`config.mk`:
```
export PLATFORM = sky130hd
export DESIGN_NAME = fab_clk_rst_ctrl
export DESIGN_NICKNAME = d
export VERILOG_FILES = /design/src/rtl/fab_clk_rst_pkg.sv /design/src/rtl/fab_clk_rst_ctrl_sync_2ff.sv /design/src/rtl/fab_clk_rst_ctrl.sv
export SDC_FILE = /design/constraint.sdc
export NUM_CORES = 1
export LEC_CHECK = 0
export BUFFER_PORTS_ARGS = -buffer_cell sky130_fd_sc_hd__clkbuf_2
export CAP_MARGIN = 20
export CORE_MARGIN = 3
export CORE_UTILIZATION = 58
export CTS_CLUSTER_DIAMETER = 80
export CTS_CLUSTER_SIZE = 25
export DETAILED_ROUTE_END_ITERATION = 12
export PLACE_DENSITY_LB_ADDON = 0.2
export SYNTH_ARGS = -nofsm -noshare
export SYNTH_HDL_FRONTEND = slang
export SYNTH_SLANG_ARGS = --single-unit
export TNS_END_PERCENT = 20
```
`constraint.sdc`:
```
create_clock -name CLK -period 2.54 [get_ports CLK]
set_clock_uncertainty 0.05 [all_clocks]
set_input_delay 0.127 -clock CLK [delete_from_list [all_inputs] [get_ports CLK]]
set_output_delay 0.127 -clock CLK [all_outputs]
set_load 0.03 [all_outputs]
```
`src/rtl/fab_clk_rst_pkg.sv`:
```
// Shared state encoding, default timing constants and counter sizing helper.
// Latency: none (definitions only).
// Backpressure: not applicable.
package fab_clk_rst_pkg;

  typedef enum logic [2:0] {
    ST_WAIT_INIT = 3'd0,
    ST_WAIT_LOCK = 3'd1,
    ST_STABILIZE = 3'd2,
    ST_RUN       = 3'd3,
    ST_LOST      = 3'd4
  } state_e;

  localparam int unsigned DEF_STABLE_CYCLES = 1024;
  localparam int unsigned DEF_LOCK_FILTER   = 8;
  localparam int unsigned DEF_TICK_DIV      = 50;

  // Counter width for a count range of n values, never narrower than 1 bit.
  function automatic int unsigned cnt_w(input int unsigned n);
    return (n > 1) ? $clog2(n) : 1;
  endfunction

endpackage

```
`src/rtl/fab_clk_rst_ctrl_sync_2ff.sv`:
```
// Two-flop synchronizer bringing an asynchronous level into the clk_i domain.
// Latency: 2 clk_i cycles from input capture to q_o.
// Backpressure: none; free-running level path.
module sync_2ff (
  input  logic clk_i,
  input  logic rst_ni,
  input  logic d_i,
  output logic q_o
);

  logic meta_q;
  logic sync_q;

  // Shift the raw level through two flops; both clear asynchronously.
  always_ff @(posedge clk_i or negedge rst_ni) begin
    if (!rst_ni) begin
      meta_q <= 1'b0;
      sync_q <= 1'b0;
    end else begin
      meta_q <= d_i;
      sync_q <= meta_q;
    end
  end

  assign q_o = sync_q;

endmodule

```
`src/rtl/fab_clk_rst_ctrl.sv`:
```
// Fabric reset sequencer: waits for init and a stable PLL lock, then releases reset and ticks.
// Latency: 2-cycle input sync, 1 cycle WAIT_LOCK, STABLE_CYCLES in STABILIZE before release.
// Backpressure: none; lock loss is filtered over LOCK_FILTER samples before reset re-asserts.
module fab_clk_rst_ctrl
  import fab_clk_rst_pkg::*;
#(
  parameter int unsigned STABLE_CYCLES = DEF_STABLE_CYCLES,
  parameter int unsigned LOCK_FILTER   = DEF_LOCK_FILTER,
  parameter int unsigned TICK_DIV      = DEF_TICK_DIV
) (
  input  logic CLK,
  input  logic RESETN,
  input  logic PLL_LOCK,
  input  logic INIT_DONE,
  input  logic CLR_LOST,
  output logic FAB_RESET_N,
  output logic READY,
  output logic LOCK_LOST,
  output logic TICK
);

  localparam int unsigned SW = cnt_w(STABLE_CYCLES);
  localparam int unsigned FW = cnt_w(LOCK_FILTER);
  localparam int unsigned TW = cnt_w(TICK_DIV);

  localparam logic [SW-1:0] STAB_LAST = SW'(STABLE_CYCLES - 1);
  localparam logic [FW-1:0] FILT_LAST = FW'(LOCK_FILTER - 1);
  localparam logic [TW-1:0] TICK_LAST = TW'(TICK_DIV - 1);

  logic lock_s;
  logic init_s;

  state_e        state_q, state_d;
  logic [SW-1:0] stab_q, stab_d;
  logic [FW-1:0] filt_q, filt_d;
  logic [TW-1:0] tick_q, tick_d;
  logic          fab_rst_n_q;
  logic          lost_q, lost_d;
  logic          lost_set;

  sync_2ff u_sync_lock (
    .clk_i  (CLK),
    .rst_ni (RESETN),
    .d_i    (PLL_LOCK),
    .q_o    (lock_s)
  );

  sync_2ff u_sync_init (
    .clk_i  (CLK),
    .rst_ni (RESETN),
    .d_i    (INIT_DONE),
    .q_o    (init_s)
  );

  // Next state, stability/filter counters and the lock-loss set event.
  always_comb begin
    state_d  = state_q;
    stab_d   = '0;
    filt_d   = '0;
    lost_set = 1'b0;
    unique case (state_q)
      ST_WAIT_INIT: begin
        if (init_s) state_d = ST_WAIT_LOCK;
      end
      ST_WAIT_LOCK: begin
        if (lock_s) state_d = ST_STABILIZE;
      end
      ST_STABILIZE: begin
        if (!lock_s) begin
          state_d = ST_WAIT_LOCK;
        end else if (stab_q == STAB_LAST) begin
          state_d = ST_RUN;
          stab_d  = stab_q;
        end else begin
          stab_d = stab_q + 1'b1;
        end
      end
      ST_RUN: begin
        if (lock_s) begin
          filt_d = '0;
        end else if (filt_q == FILT_LAST) begin
          state_d  = ST_LOST;
          filt_d   = filt_q;
          lost_set = 1'b1;
        end else begin
          filt_d = filt_q + 1'b1;
        end
      end
      ST_LOST: begin
        state_d = ST_WAIT_LOCK;
      end
      default: begin
        state_d = ST_WAIT_INIT;
      end
    endcase
    // Losing init overrides every other transition, including a pending lock loss.
    if (!init_s) begin
      state_d  = ST_WAIT_INIT;
      stab_d   = '0;
      filt_d   = '0;
      lost_set = 1'b0;
    end
  end

  // Tick divider runs only while staying in RUN; it sits at zero otherwise.
  always_comb begin
    tick_d = '0;
    if (state_q == ST_RUN && state_d == ST_RUN) begin
      tick_d = (tick_q == TICK_LAST) ? '0 : tick_q + 1'b1;
    end
  end

  // Sticky lock-loss flag; a new loss beats a simultaneous clear.
  always_comb begin
    lost_d = lost_q;
    if (lost_set)      lost_d = 1'b1;
    else if (CLR_LOST) lost_d = 1'b0;
  end

  // State, counters and registered outputs; all clear asynchronously on RESETN.
  always_ff @(posedge CLK or negedge RESETN) begin
    if (!RESETN) begin
      state_q     <= ST_WAIT_INIT;
      stab_q      <= '0;
      filt_q      <= '0;
      tick_q      <= '0;
      fab_rst_n_q <= 1'b0;
      lost_q      <= 1'b0;
    end else begin
      state_q     <= state_d;
      stab_q      <= stab_d;
      filt_q      <= filt_d;
      tick_q      <= tick_d;
      fab_rst_n_q <= (state_d == ST_RUN);
      lost_q      <= lost_d;
    end
  end

  assign FAB_RESET_N = fab_rst_n_q;
  assign READY       = (state_q == ST_RUN);
  assign LOCK_LOST   = lost_q;
  assign TICK        = (state_q == ST_RUN) && (tick_q == TICK_LAST);

endmodule

```
### Yosys cells after proc, flatten, opt, wreduce, memory -nomap -nowiden

Index checks and enable logic that the tools add are counted.

| operators by class | value |
|---|---|
| add/subtract/negate cells | 3 |
| equal/unequal tests | 10 |
| multiplexer cells | 23 |
| reductions and logical operators | 5 |

Operators by type and width:

| kind | count |
|---|---|
| $mux W10 | 4 |
| $mux W3 | 10 |
| $mux W6 | 2 |
| $pmux W3 S4 | 1 |
| $add A10 B1 Y10 const B | 1 |
| $eq A10 B10 Y1 const B | 1 |
| $eq A3 B2 Y1 const B | 3 |
| $ne A4 B4 Y1 const B | 2 |
| $add A6 B1 Y6 const B | 1 |
| $eq A3 B3 Y1 const B | 2 |
| $eq A6 B6 Y1 const B | 1 |
| $mux W1 | 6 |
| $add A3 B1 Y3 const B | 1 |
| $eq A3 B1 Y1 const B | 1 |
| $logic_not A3 Y1 | 1 |
| $logic_and A1 B1 Y1 | 2 |
| $reduce_bool A2 Y1 | 1 |
| $reduce_or A2 Y1 | 1 |

| word-level totals | value |
|---|---|
| logic and storage cells | 51 |
| flip-flop bits (word level) | 28 |
| input bits | 5 |

### Depth between registers and ports, before layout

| depth | value |
|---|---|
| depth in word-level cells | 8 |
| depth in mapped cells | 7 |

### Cells and area by module

Synthesis repeated with hierarchy kept, for this count alone.

| unflattened totals | value |
|---|---|
| cells, all modules | 117 |
| area, all modules | 1288.7 sq um |

By module, submodules not included:

| module | seq. area each (sq um) | area each (sq um) | times used | cells an instance |
|---|---|---|---|---|
| fab_clk_rst_ctrl | 600.6 | 1188.6 | 1 | 113 |
| sync_2ff | 50.0 | 50.0 | 2 | 2 |

### Least setup slack after synthesis

Ideal clock, no wire load.

| timing path | value |
|---|---|
| path kind | reg2reg |
| from | register filt_q[0] |
| to | register tick_q[2] |
| stages on the path, launching flop included | 8 |
| required time | 2418 ps |
| setup slack | 693 ps |
| clock period less this slack | 1847 ps |
| arrival | 1725 ps |
| setup time | 72 ps |
| path buffers | 1 |
| cells stage by stage | dfrtp_1 ha_1 ha_1 buf_2 nand3b_1 a211o_1 a211o_1 nor2_1 |

| between the ends | value |
|---|---|
| longest elaborated chain between the ends | 8 |

RTL lines:

| item | line | source |
|---|---|---|
| from (decl) | fab_clk_rst_ctrl.sv:35 | `logic [FW-1:0] filt_q, filt_d;` |
| from (signal assigned) | fab_clk_rst_ctrl.sv:132 | `filt_q <= filt_d;` |
| $eq A3 B3 Y1 | fab_clk_rst_ctrl.sv:81 | `end else if (filt_q == FILT_LAST) begin` |
| $mux W3 | fab_clk_rst_ctrl.sv:81 |  |
| $mux W3 | fab_clk_rst_ctrl.sv:79 | `if (lock_s) begin` |
| $pmux W3 S4 | fab_clk_rst_ctrl.sv:61 | `unique case (state_q)` |
| $mux W3 | fab_clk_rst_ctrl.sv:97 | `if (!init_s) begin` |
| $eq A3 B2 Y1 | fab_clk_rst_ctrl.sv:108 | `if (state_q == ST_RUN && state_d == ST_RUN) begin` |
| $logic_and A1 B1 Y1 | fab_clk_rst_ctrl.sv:108 |  |
| $mux W6 | fab_clk_rst_ctrl.sv:108 |  |
| net tick_d[2] | fab_clk_rst_ctrl.sv:36 | `logic [TW-1:0] tick_q, tick_d;` |
| to (signal assigned) | fab_clk_rst_ctrl.sv:133 | `tick_q <= tick_d;` |
| to (decl) | fab_clk_rst_ctrl.sv:36 |  |

The timed path passes the listed nets, and every way through them passes these cells.
A chain may end at the register's enable or synchronous reset.

### Worst setup path after layout

Ends and elaborated chain as after synthesis.

==> results.txt <==
Final Hold Viols = 0
Worst-path maximum fanout = 6
Total net switching power = 0.1540 mW
Synth Cell Area = 0.001311 sq mm
Max_cap viols = 0
Drt wl/cell = 13.23 microns
Vias per Instance = 5.608
Avg Cell Area, Syn = 10.49 sq um
Share of cells above drive strength 1 = 0.1295
N_diodes = 0
Final Max Slew Viols = 0
Sequential share of power = 0.647
Max Clk Rate = 504.7 MHz
Leak = 0.6664 nW
Row count = 16
Post-Syn Nets = 135
Clock network latency to the later pin of the worst-skew pair = 0.32 ns
Core Area = 0.002042 sq mm
Die ar. = 0.002867 sq mm
Starting density of the core = 0.6422
Register cell area after layout = 700.7 sq um
CTS root buf = clkbuf_4
CTS tree = yes
Antenna Nets Post-Route = 0
Vias = 931
H-Tree Level Count = 1
Data arrival, critical path = 2.20 ns
Worst-Margin Slew = 0.6694 ns
Die Wd = 53.55 microns
Post-route DRC = 0
Critical Path End Type = register
Commonest non-fill, non-tap cells in the layout = dfrtp_1, nor2_1, inv_1
Tcrit/Tclk final = 0.7801
Status = complete, no violations
Met3 Use GR = 0.03878
Sw frac = 0.2172
Hold Path Class = input pin to async pin
Post-synth ARST share = 1.000
Routing usage on met2 = 0.3449
Largest net degree at the start of global routing = 29
Synth-to-Final Area Change = 10.21%
GPL Wtd Cong = 0.7795
Top Ports = 9
Layout fillers = 174
YS warnings = 0
Setup Viol. Count Final = 0
Power per Cell Area = 490.7 mW/mm^2
1st-pass router iterations = 4
Clock slew at reported path FFs = 0.14 ns
Busiest grt layer = met2
Final nets = 150
CTS buffer count = 3
Multi-input gate area = 560.5 sq um
Most common cell after layout, fill and taps aside = dfrtp_1
Height of the die = 53.55 microns
Num Clock Sinks = 28
Synth unique cells = 34
Initial antenna violation count = 0
Startpoint types = register
Initial DRC Count = 17
Grt met1 use = 0.2287
RSZ-0062 raised after global routing = false
Power, Total = 0.7092 mW
I/O Buffers = 8
Reg-to-reg startpoint = filt_q[0]
Crit path time final = 1.981 ns
Slew margin rel. = 0.5538
WL final = 2.197 mm
Cell count after synthesis = 125
Yosys reg bits = 28
Vias in the first global route = 1,009
Total gr overflow = 0
Comb power frac = 0.050
Post-DP HPWL = 1.600 mm
CP required = 2.76 ns
Seq/Total Area, Yosys = 0.5344
Total Routing Usage GR = 0.1958
Number of synthesized flops with an enable pin = 0
Peak VDD IR = 0.3928 mV
First-pass GRT wire length = 4.064 mm
Clock Power Share = 0.302
Clock tree buffer depth = 2
Setup Total Neg Slack = 0 ns
Crit. Startpoint = filt_q[0]
Post-CTS Setup Bufs = 0
Internal Pwr Total = 0.5551 mW
Main flop type after synthesis = dfrtp_1
WS Path Type = register to register
power by group through the flow:
| stage | logic, mW | registers [mW] | clock network, mW |
|---|---|---|---|
| 6_report | 0.0358 | 0.459 | 0.214 |
| 5_1_grt | 0.0408 | 0.460 | 0.240 |
| 4_1_cts | 0.0369 | 0.459 | 0.221 |
| 3_5_place_dp | 0.0320 | 0.468 | 0 |
| 3_3_place_gp | 0.0308 | 0.467 | 0 |
| 2_1_floorplan | 0.0144 | 0.468 | 0 |
cells by family after synthesis:
kind of cell               after synthesis  share of synthesized area
AOI/OAI and AO/OA                       15                    0.07729
xor gates and xnor gates                 8                    0.05344
adders and majority gates                5                    0.04771
buffers and inverters                   11                    0.03816
DFF                                     28                     0.5343
muxes                                    3                    0.02290
and+or+nand+nor                         55                     0.2262
stage by stage:
step	worst slack, ns	util	hold WS (ns)	cells	cell area [sq um]
finish	0.5586	0.7077	0.2921	166	1445
global placement	0.6569	0.6703	0.1367	158	1369
detailed placement	0.5707	0.6703	0.1458	158	1369
global route	0.4452	0.7077	0.3312	166	1445
CTS	0.5506	0.7077	0.3076	166	1445
floorplan	0.6935	-	-0.2186	125	1311
final cells by class:
cell class,instances,area share
inverters,9,0.02338
clock buffers,4,0.02511
well taps,27,0.02338
repair buffers,12,0.05541
flip-flops and latches,28,0.4848
multi-input cells,86,0.3879
cell usage after synthesis, types with 2 or more instances:
| cell type | count | area, sq um |
|---|---|---|
| a211o_1 | 2 | 17.52 |
| a21oi_1 | 3 | 15.01 |
| and3_1 | 3 | 18.77 |
| dfrtp_1 | 28 | 700.7 |
| ha_1 | 5 | 62.56 |
| inv_1 | 9 | 33.78 |
| mux2i_1 | 3 | 30.03 |
| nand2_1 | 4 | 15.01 |
| nand3_1 | 4 | 20.02 |
| nand3b_1 | 2 | 15.01 |
| nor2_1 | 23 | 86.33 |
| nor3_1 | 6 | 30.03 |
| o21ai_0 | 5 | 25.02 |
| or3_1 | 2 | 12.51 |
| xnor2_1 | 2 | 17.52 |
| xor2_1 | 6 | 52.55 |
sequential cells by signal (all words and copies together), names as in the netlist, 3 cells and up:
name	cells
state_q	3
tick_q	6
filt_q	3
stab_q	10
routing by layer:
layer / share of wire / vias up / routed length, microns
met4: 0.0082 / 0 / 18
met1: 0.45 / 451 / 997
met2: 0.50 / 17 / 1107
li1: - / 459 / -
met3: 0.034 / 4 / 74
met5: 0 / - / 0
critical path, cell delays in order, from the launching register on:
cell      delay [ns]
dfrtp_1         0.42
ha_1            0.21
ha_1            0.27
nand3b_1        0.20
a211o_1         0.30
a211o_1         0.35
nor2_1          0.13
what timing repair did:
action	4_1_cts	5_1_grt
resized for setup	0	0
hold endpoints to repair	31	0
hold buffers	4	0
path summary, 6_finish.rpt:
check | to | slack, ns | cells past startpoint
worst min-delay path | u_sync_init.q_o | 0.29 | 2
worst max register to register | tick_q[2] | 0.56 | 6
worst max-delay path | tick_q[2] | 0.56 | 6
worst min register to register | u_sync_init.q_o | 0.33 | 0
max in group asynchronous | LOCK_LOST | 1.72 | 2
min in group CLK | u_sync_init.q_o | 0.33 | 0
(Power assumes the default switching activity.)
